==> config.mk <==
export PLATFORM = sky130hd
export DESIGN_NAME = int_arbiter
export DESIGN_NICKNAME = d
export VERILOG_FILES = /design/src/rtl/int_arbiter_pkg.sv /design/src/rtl/int_src_gateway.sv /design/src/rtl/int_arbiter.sv
export SDC_FILE = /design/constraint.sdc
export NUM_CORES = 1
export LEC_CHECK = 0
export ABC_CLOCK_PERIOD_IN_PS = 16110
export CAP_MARGIN = 20
export CORE_MARGIN = 4
export CORE_UTILIZATION = 57
export DETAILED_ROUTE_END_ITERATION = 8
export MAX_ROUTING_LAYER = met4
export PLACE_DENSITY = 0.95
export SETUP_SLACK_MARGIN = 0.02
export SYNTH_ARGS = -nofsm -noshare
export SYNTH_HDL_FRONTEND = slang
export SYNTH_HIERARCHICAL = 1
export SYNTH_SLANG_ARGS = --single-unit
==> constraint.sdc <==
create_clock -name clk -period 16.11 [get_ports clk]
set_clock_uncertainty 0.1 [all_clocks]
set_input_delay 1.611 -clock clk [delete_from_list [all_inputs] [get_ports clk]]
set_output_delay 1.611 -clock clk [all_outputs]
set_load 0.02 [all_outputs]
==> src/rtl/int_arbiter_pkg.sv <==
// Shared register map, widths and bus decode helper for the external-interrupt arbiter.
// Defining INT_ARB_SYNC_EN puts a two-flop synchronizer in front of every source's edge detector.
package int_arbiter_pkg;

  localparam int ID_W           = 4;
  localparam int PRIO_W_DEFAULT = 3;

  localparam logic [7:0] INT_ARB_PRIO_BASE = 8'h00;
  localparam logic [7:0] INT_ARB_PENDING   = 8'h40;
  localparam logic [7:0] INT_ARB_ENABLE    = 8'h44;
  localparam logic [7:0] INT_ARB_THRESHOLD = 8'h48;
  localparam logic [7:0] INT_ARB_CLAIM     = 8'h4C;

  typedef enum logic [2:0] {
    REG_NONE,
    REG_PRIO,
    REG_PENDING,
    REG_ENABLE,
    REG_THRESHOLD,
    REG_CLAIM
  } reg_sel_e;

  // Word address in, register selection out; PRIO slots beyond the source count are unmapped.
  function automatic reg_sel_e decode_reg(input logic [5:0] word, input int num_src);
    reg_sel_e sel;
    sel = REG_NONE;
    if (int'(word - INT_ARB_PRIO_BASE[7:2]) < num_src)
      sel = REG_PRIO;
    else if (word == INT_ARB_PENDING[7:2])
      sel = REG_PENDING;
    else if (word == INT_ARB_ENABLE[7:2])
      sel = REG_ENABLE;
    else if (word == INT_ARB_THRESHOLD[7:2])
      sel = REG_THRESHOLD;
    else if (word == INT_ARB_CLAIM[7:2])
      sel = REG_CLAIM;
    return sel;
  endfunction

endpackage

==> src/rtl/int_src_gateway.sv <==
// Per-source gateway: optional synchronizer (INT_ARB_SYNC_EN), rising-edge detect,
// and the pending / in-service flops driven by claim and complete strobes.
module int_src_gateway
  import int_arbiter_pkg::*;
(
  input  logic clk,
  input  logic rst_n,
  input  logic src_i,
  input  logic claim_i,
  input  logic complete_i,
  output logic pending_o,
  output logic inservice_o
);

  logic src_s;
  logic src_d;
  logic rise;

`ifdef INT_ARB_SYNC_EN
  logic sync_q1;
  logic sync_q2;

  always_ff @(posedge clk or negedge rst_n) begin
    if (!rst_n) begin
      sync_q1 <= 1'b0;
      sync_q2 <= 1'b0;
    end else begin
      sync_q1 <= src_i;
      sync_q2 <= sync_q1;
    end
  end

  assign src_s = sync_q2;
`else
  assign src_s = src_i;
`endif

  always_ff @(posedge clk or negedge rst_n) begin
    if (!rst_n) src_d <= 1'b0;
    else        src_d <= src_s;
  end

  assign rise = src_s & ~src_d;

  // A claim beats a coincident edge, and an edge seen while in service is dropped.
  always_ff @(posedge clk or negedge rst_n) begin
    if (!rst_n) begin
      pending_o   <= 1'b0;
      inservice_o <= 1'b0;
    end else begin
      if (claim_i)
        pending_o <= 1'b0;
      else if (rise && !inservice_o)
        pending_o <= 1'b1;

      if (claim_i)
        inservice_o <= 1'b1;
      else if (complete_i)
        inservice_o <= 1'b0;
    end
  end

endmodule

==> src/rtl/int_arbiter.sv <==
// Memory-mapped external-interrupt arbiter: register file, priority selection and claim/complete.
// Build with INT_ARB_SYNC_EN defined when src_i is asynchronous to clk.
module int_arbiter
  import int_arbiter_pkg::*;
#(
  parameter int NUM_SRC = 8,
  parameter int PRIO_W  = PRIO_W_DEFAULT
) (
  input  logic               clk,
  input  logic               rst_n,
  input  logic [NUM_SRC-1:0] src_i,
  input  logic               req_i,
  input  logic               we_i,
  input  logic [7:0]         addr_i,
  input  logic [31:0]        wdata_i,
  output logic [31:0]        rdata_o,
  output logic               ack_o,
  output logic               irq_o,
  output logic [ID_W-1:0]    irq_id_o
);

  logic [PRIO_W-1:0]  prio [NUM_SRC];
  logic [NUM_SRC-1:0] enable;
  logic [PRIO_W-1:0]  threshold;
  logic [NUM_SRC-1:0] pending;
  logic [NUM_SRC-1:0] inservice;
  logic [NUM_SRC-1:0] claim_vec;
  logic [NUM_SRC-1:0] complete_vec;

  logic [ID_W-1:0]    best_id;
  logic [ID_W-1:0]    win_id;
  logic [PRIO_W-1:0]  win_prio;

  logic [5:0]         word;
  reg_sel_e           sel;
  logic               wr_en;
  logic               rd_en;
  logic               claim_fire;
  logic               complete_fire;
  logic [31:0]        read_data;
  logic               unused_bits;

  assign word          = addr_i[7:2];
  assign sel           = decode_reg(word, NUM_SRC);
  assign wr_en         = req_i & we_i;
  assign rd_en         = req_i & ~we_i;
  assign claim_fire    = rd_en && (sel == REG_CLAIM) && (best_id != '0);
  assign complete_fire = wr_en && (sel == REG_CLAIM);
  assign unused_bits   = ^{wdata_i, addr_i[1:0]};

  // Complete IDs of 0 or above NUM_SRC match no gateway; the gateway ignores idle sources.
  for (genvar g = 0; g < NUM_SRC; g++) begin : g_src
    assign claim_vec[g]    = claim_fire && (best_id == ID_W'(g + 1));
    assign complete_vec[g] = complete_fire && (wdata_i[ID_W-1:0] == ID_W'(g + 1));

    int_src_gateway u_gateway (
      .clk         (clk),
      .rst_n       (rst_n),
      .src_i       (src_i[g]),
      .claim_i     (claim_vec[g]),
      .complete_i  (complete_vec[g]),
      .pending_o   (pending[g]),
      .inservice_o (inservice[g])
    );
  end

  always_ff @(posedge clk or negedge rst_n) begin
    if (!rst_n) begin
      for (int i = 0; i < NUM_SRC; i++) prio[i] <= '0;
      enable    <= '0;
      threshold <= '0;
    end else if (wr_en) begin
      case (sel)
        REG_PRIO: begin
          for (int i = 0; i < NUM_SRC; i++)
            if (word == 6'(i)) prio[i] <= wdata_i[PRIO_W-1:0];
        end
        REG_ENABLE:    enable    <= wdata_i[NUM_SRC-1:0];
        REG_THRESHOLD: threshold <= wdata_i[PRIO_W-1:0];
        default: ;
      endcase
    end
  end

  // Strictly-greater compare while scanning upward keeps the lowest ID on a priority tie.
  always_comb begin
    win_id   = '0;
    win_prio = '0;
    for (int i = 0; i < NUM_SRC; i++) begin
      if (pending[i] && enable[i] && (prio[i] > win_prio)) begin
        win_id   = ID_W'(i + 1);
        win_prio = prio[i];
      end
    end
  end

  always_ff @(posedge clk or negedge rst_n) begin
    if (!rst_n) begin
      best_id <= '0;
      irq_o   <= 1'b0;
    end else begin
      best_id <= win_id;
      irq_o   <= (win_id != '0) && (win_prio > threshold);
    end
  end

  assign irq_id_o = best_id;

  always_comb begin
    read_data = '0;
    case (sel)
      REG_PRIO: begin
        for (int i = 0; i < NUM_SRC; i++)
          if (word == 6'(i)) read_data = 32'(prio[i]);
      end
      REG_PENDING:   read_data = 32'(pending);
      REG_ENABLE:    read_data = 32'(enable);
      REG_THRESHOLD: read_data = 32'(threshold);
      REG_CLAIM:     read_data = 32'(best_id);
      default: ;
    endcase
  end

  always_ff @(posedge clk or negedge rst_n) begin
    if (!rst_n) begin
      ack_o   <= 1'b0;
      rdata_o <= '0;
    end else begin
      ack_o   <= req_i;
      rdata_o <= rd_en ? read_data : '0;
    end
  end

endmodule

==> flow_metrics.tcl, run 1 <==
set metrics [dict create \
    cp.buffers_inverters 1 \
    clock_latency_ns 0.35 \
    dp_hpwl_um 8340 \
    die_height_um 97.5 \
    setup_tns_ns 0 \
    yosysWarnings 6 \
    final_nets 572 \
    synth-seq-cells 73 \
    drv_slew 0 \
    vias 3790 \
    drtPass1Iterations 5 \
    routabilityCongestion 0.941 \
    core_area_mm2 0.00777 \
    path_clk_slew_ns 0.08 \
    cp_top_family "compound AO/OA/AOI/OAI gates" \
    via_per_inst 6.21 \
    ios 90 \
    grt_first_pass_wirelength_um 18900 \
    portBuffers 39 \
    startpoint_type "flop" \
    period_minus_slack_ns 12.71 \
    setup_viol 0 \
    postCtsHoldBufs 0 \
    rsz0062_at_grt "false" \
    layout-drive-gt1-share_pct 15.6 \
    cts_tree "yes" \
    cts_root_buffer "clkbuf_8" \
    h-tree-depth 3 \
    finalWirelength_um 11500 \
    async_reset_ff_share_pct 100 \
    worstSetupEndpointType "flop" \
    ant_nets 0 \
    avgRoutedWirePerCell_um 18.9 \
    post_cts_buffers 0 \
    min_path_type "flop to flop" \
    antenna_found_initial 0 \
    grt_pass1_vias 3939 \
    fmax_mhz 78.7 \
    post_cts_resized 0 \
    area_growth_pct 13.3 \
    synthFlopType "dfrtp_1" \
    drc 0 \
    seq_area_frac_synth_pct 40.0 \
    fp-row-count 32 \
    hold_viol_final 0 \
    syn_avg_cell_area_um2 9.87 \
    ys_types 76 \
    outcome "finished clean" \
    grt-ovfl-total 0 \
    grt.total_usage_pct 25.2 \
    leakage_nw 2.34 \
    worst_slew_pin_slew_ns 1.23 \
    synthesis.area_mm2 0.00457 \
    final_cell_mix "dfrtp_1 (73), clkdlybuf4s50_1 (38), inv_1 (36)" \
    crit_slowest_cell "a21oi_1" \
    dieArea_mm2 0.00951 \
    power_density_mw_per_mm2 92.8 \
    start_util_pct 58.8 \
    cts.sink_count 73 \
    fin_crit_sh_pct 78.9 \
    drv_cap 0 \
    cp_common_cell "ha_1" \
    crit_required_ns 16.21 \
    cp_max_fo 11 \
    die_x_um 97.5 \
    fin_util_pct 66.6 \
    n_antenna_cell 0 \
    ir_worst_vdd_mv 0.0717 \
    synth_enable_flop_cells 0 \
    maxSlewHeadroom_pct 17.0 \
    clock_path_buffers 2 \
    crit_arrival_ns 12.81 \
    drt_iter0_markers 412 \
    final_common_cell "dfrtp_1" \
    netlist_instances 463 \
    crit_path_max_incr_delay_ns 0.64 \
    cts-buffers-inserted 9 \
    grt_max_degree 74 \
    critPathKind "flop to flop" \
]
final timing paths:
kind	start	to	slack (ns)	cells after the start
setup / recovery	g_src[0].u_gateway/pending_o	irq_o	3.40	50
hold / removal	g_src[4].u_gateway/inservice_o	g_src[4].u_gateway/inservice_o	0.38	1
setup reg to reg	g_src[0].u_gateway/pending_o	irq_o	3.40	50
hold reg to reg	g_src[4].u_gateway/inservice_o	g_src[4].u_gateway/inservice_o	0.38	1
max in group asynchronous	rst_n	irq_o	13.95	2
min in group asynchronous	rst_n	g_src[6].u_gateway/inservice_o	1.38	2
power breakdown:
part	internal [mW]	switching, mW
registers	0.196	0.0176
logic	0.0529	0.0675
clock network	0.0760	0.0709
total	0.325	0.156
registers in the layout, summed over array words and instances (netlist names):
signal	cells
ack_o	1
g_src.u_gateway/src_d	8
g_src.u_gateway/inservice_o	8
irq_id_o	4
irq_o	1
prio	24
g_src.u_gateway/pending_o	8
rdata_o	8
threshold	3
enable	8
cells by family (layout without fill, tap and decap cells):
group	Yosys count	after routing	synth area share (%)
xor gates and xnor gates	2	2	0.383
and+or+nand+nor	149	149	17.6
buffers and inverters	72	94	8.19
muxes	45	45	12.0
AOI/OAI and AO/OA	103	103	16.9
adders and majority gates	18	18	4.87
DFF	73	73	40.0
other	1	24	0.0821
final cells by class:
type / instances / area [um^2]
repair buffers: 42 / 428
flip-flops and latches: 73 / 1830
well taps: 102 / 128
multi-input cells: 341 / 2450
clock buffers: 10 / 138
fillers: 551 / 2590
clock inverters: 6 / 66.3
inverters: 36 / 135
cells in the mapped netlist (2+ instances only):
master	n	share of area (%)
and3b_1	2	0.38
and3_1	3	0.41
or3b_1	8	1.5
a21oi_2	2	0.38
nor3_1	11	1.2
a31oi_1	4	0.55
a21oi_1	21	2.3
nand2b_1	2	0.27
a21o_1	9	1.5
ha_1	17	4.7
buf_4	24	3.9
inv_1	36	3.0
nand3b_1	2	0.33
nand4_1	2	0.27
nor3b_1	8	1.3
mux2_2	30	7.4
o21ai_0	22	2.4
nand3_1	18	2.0
nor4b_1	2	0.38
nor4_1	6	0.82
dfrtp_1	73	40
nor2_1	32	2.6
mux2i_1	8	1.8
o311ai_1	2	0.38
mux4_2	4	2.0
a2111oi_4	2	1.2
o31ai_2	2	0.55
o21bai_1	2	0.33
mux2_4	2	0.66
and4_4	2	0.49
o211ai_1	2	0.33
o21ai_1	2	0.22
clkbuf_1	8	0.66
a22oi_1	7	1.2
nor2b_1	8	1.1
a211o_2	2	0.44
nand2_1	34	2.8
o221ai_1	2	0.38
a31o_1	2	0.38
buf_1	2	0.16
metrics by stage:
stage	total power, mW	hold WS, ns	instances	setup slack, ns	instance area (um^2)
3_3_place_gp	0.326	0.357	593	3.90	4940
4_1_cts	0.479	0.381	609	3.50	5150
3_5_place_dp	0.333	0.365	593	3.64	4940
2_1_floorplan	0.297	0.348	486	5.30	4660
6_report	0.481	0.376	610	3.40	5180
5_1_grt	0.503	0.419	610	2.40	5180
routing by layer:
layer	track usage [%]	wire length (um)
met3	4.52	799
met5	-	0
met4	10.0	255
met2	43.0	5990
met1	29.4	4510
No activity file was read; power rests on OpenSTA's default activity.
==> run 2, diff against run 1 <==
- ABC_CLOCK_PERIOD_IN_PS: 16110 -> 12200
- CORE_UTILIZATION: 57 -> 53
- PLACE_DENSITY: 0.95 -> 0.93
- clock period: 16.11 -> 12.2 ns (I/O delays scaled with it)
==> run 2 against run 1 <==
Count of clock-buffer cells in the layout increased by 1; largest power group unchanged; cell count rose by 1.6%; critical endpoint unchanged; critical path depth stayed put; sequential cell count did not move; setup slack lost 2.7 ns; power rose by 33%; global-route usage fell by 1.1 points; register-to-register slack lost 2.7 ns; critical path type unchanged.
==> flow_metrics.tcl, run 2 (same netlist as run 1, synthesis figures left out) <==
set metrics [dict create \
    outcome "finished clean" \
    h-tree-depth 3 \
    largest_reg_flops 24 \
    cp_max_fo 8 \
    n_antenna_cell 0 \
    die_x_um 101 \
    worstSetupEndpointType "flop" \
    path_clk_slew_ns 0.07 \
    reg2reg_depth 50 \
    antenna_found_initial 0 \
    final_cell_mix "dfrtp_1 (73), clkdlybuf4s50_1 (38), inv_1 (36)" \
    finalWirelength_um 11500 \
    leakage_nw 2.39 \
    final_nets 580 \
    final_common_cell "dfrtp_1" \
    drt_iter0_markers 351 \
    crit_slowest_cell "or4_4" \
    crit_arrival_ns 11.57 \
    dieArea_mm2 0.0102 \
    fin_crit_sh_pct 94.1 \
    grt_pass1_vias 3741 \
    worst_slew_pin_slew_ns 1.02 \
    ant_nets 0 \
    crit_required_ns 12.30 \
    rrSetupSlack_ns 0.72 \
    cp_top_family "compound AO/OA/AOI/OAI gates" \
    ir_worst_vdd_mv 0.105 \
    ios 90 \
    hold_viol_final 0 \
    drv_cap 0 \
    critPathKind "flop to flop" \
    portBuffers 39 \
    cts_tree "yes" \
    core_area_mm2 0.00830 \
    cts.sink_count 73 \
    grt-ovfl-total 0 \
    routabilityCongestion 0.894 \
    dp_slack_ns 0.190 \
    cp_common_cell "ha_1" \
    avgRoutedWirePerCell_um 18.6 \
    start_util_pct 55.1 \
    via_per_inst 6.04 \
    startpoint_type "flop" \
    p_total_mw 0.638 \
    cts-buffers-inserted 9 \
    fp-row-count 33 \
    clock_latency_ns 0.34 \
    cts_root_buffer "clkbuf_8" \
    die_height_um 101 \
    layout-drive-gt1-share_pct 17.9 \
    grt_max_degree 74 \
    power_density_mw_per_mm2 122 \
    drtPass1Iterations 5 \
    dp_hpwl_um 8420 \
    area_growth_pct 14.8 \
    clock_path_buffers 2 \
    fmax_mhz 87.1 \
    maxSlewHeadroom_pct 31.0 \
    drc 0 \
    cp.buffers_inverters 2 \
    grt_first_pass_wirelength_um 18500 \
    crit_cells 50 \
    hold_depth 1 \
    crit_path_max_incr_delay_ns 0.49 \
    min_path_type "flop to flop" \
    fillers 625 \
    vias 3743 \
    period_minus_slack_ns 11.48 \
    drv_slew 0 \
    regMostFlops "prio" \
    setup_viol 0 \
    grt.total_usage_pct 24.1 \
    layout_setup_ws_ns 0.725 \
]
==> run 2: final cells by class <==
cell class / instances / area [um^2] / share of cell area [%]
well taps: 105 / 131 / 2.50
repair buffers: 50 / 468 / 8.92
clock buffers: 11 / 151 / 2.89
flip-flops and latches: 73 / 1830 / 34.8
inverters: 36 / 135 / 2.58
multi-input cells: 341 / 2480 / 47.3
clock inverters: 4 / 51.3 / 0.978
==> run 2: repair_timing <==
action	in CTS	in global routing
hold buffers	0	0
setup endpoints to repair	0	1
buffers inserted	0	7
gates resized for setup	0	6
==> run 2: final timing paths <==
kind,endpoint,start
min,g_src[1].u_gateway/inservice_o,g_src[1].u_gateway/inservice_o
min reg2reg,g_src[1].u_gateway/inservice_o,g_src[1].u_gateway/inservice_o
min in group asynchronous,g_src[6].u_gateway/inservice_o,rst_n
max,irq_o,g_src[0].u_gateway/pending_o
max reg2reg,irq_o,g_src[0].u_gateway/pending_o
max in group asynchronous,g_src[3].u_gateway/inservice_o,rst_n
==> run 2: report_power, final <==
| group | total [mW] | internal, mW | switching (mW) |
|---|---|---|---|
| clock | 0.192 | 0.105 | 0.0868 |
| sequential | 0.282 | 0.258 | 0.0231 |
| combinational | 0.165 | 0.0728 | 0.0919 |
==> run 2: metal layers <==
metal	routed length, um	GRT usage (%)
met1	4610	29.5
met2	6050	40.9
met3	579	3.25
met4	271	7.98
met5	0	-
==> run 2: metrics by stage <==
step                      area [um^2]  setup TNS, ns  util (%)  hold WS (ns)  instances
final                            5250              0      63.2         0.380        620
after global routing             5250        -0.0356      63.2         0.410        620
after CTS                        5170              0      62.2         0.388        613
after detailed placement         4960              0      59.8         0.371        598
after global placement           4960              0      59.8         0.358        598
after floorplan                  4660              0         -         0.348        486
==> run 3, diff against run 2 <==
- CTS_CLUSTER_SIZE: not set -> 28
==> results of run 3 <==
Final layout, timing and power as in run 2 (identical DEF).
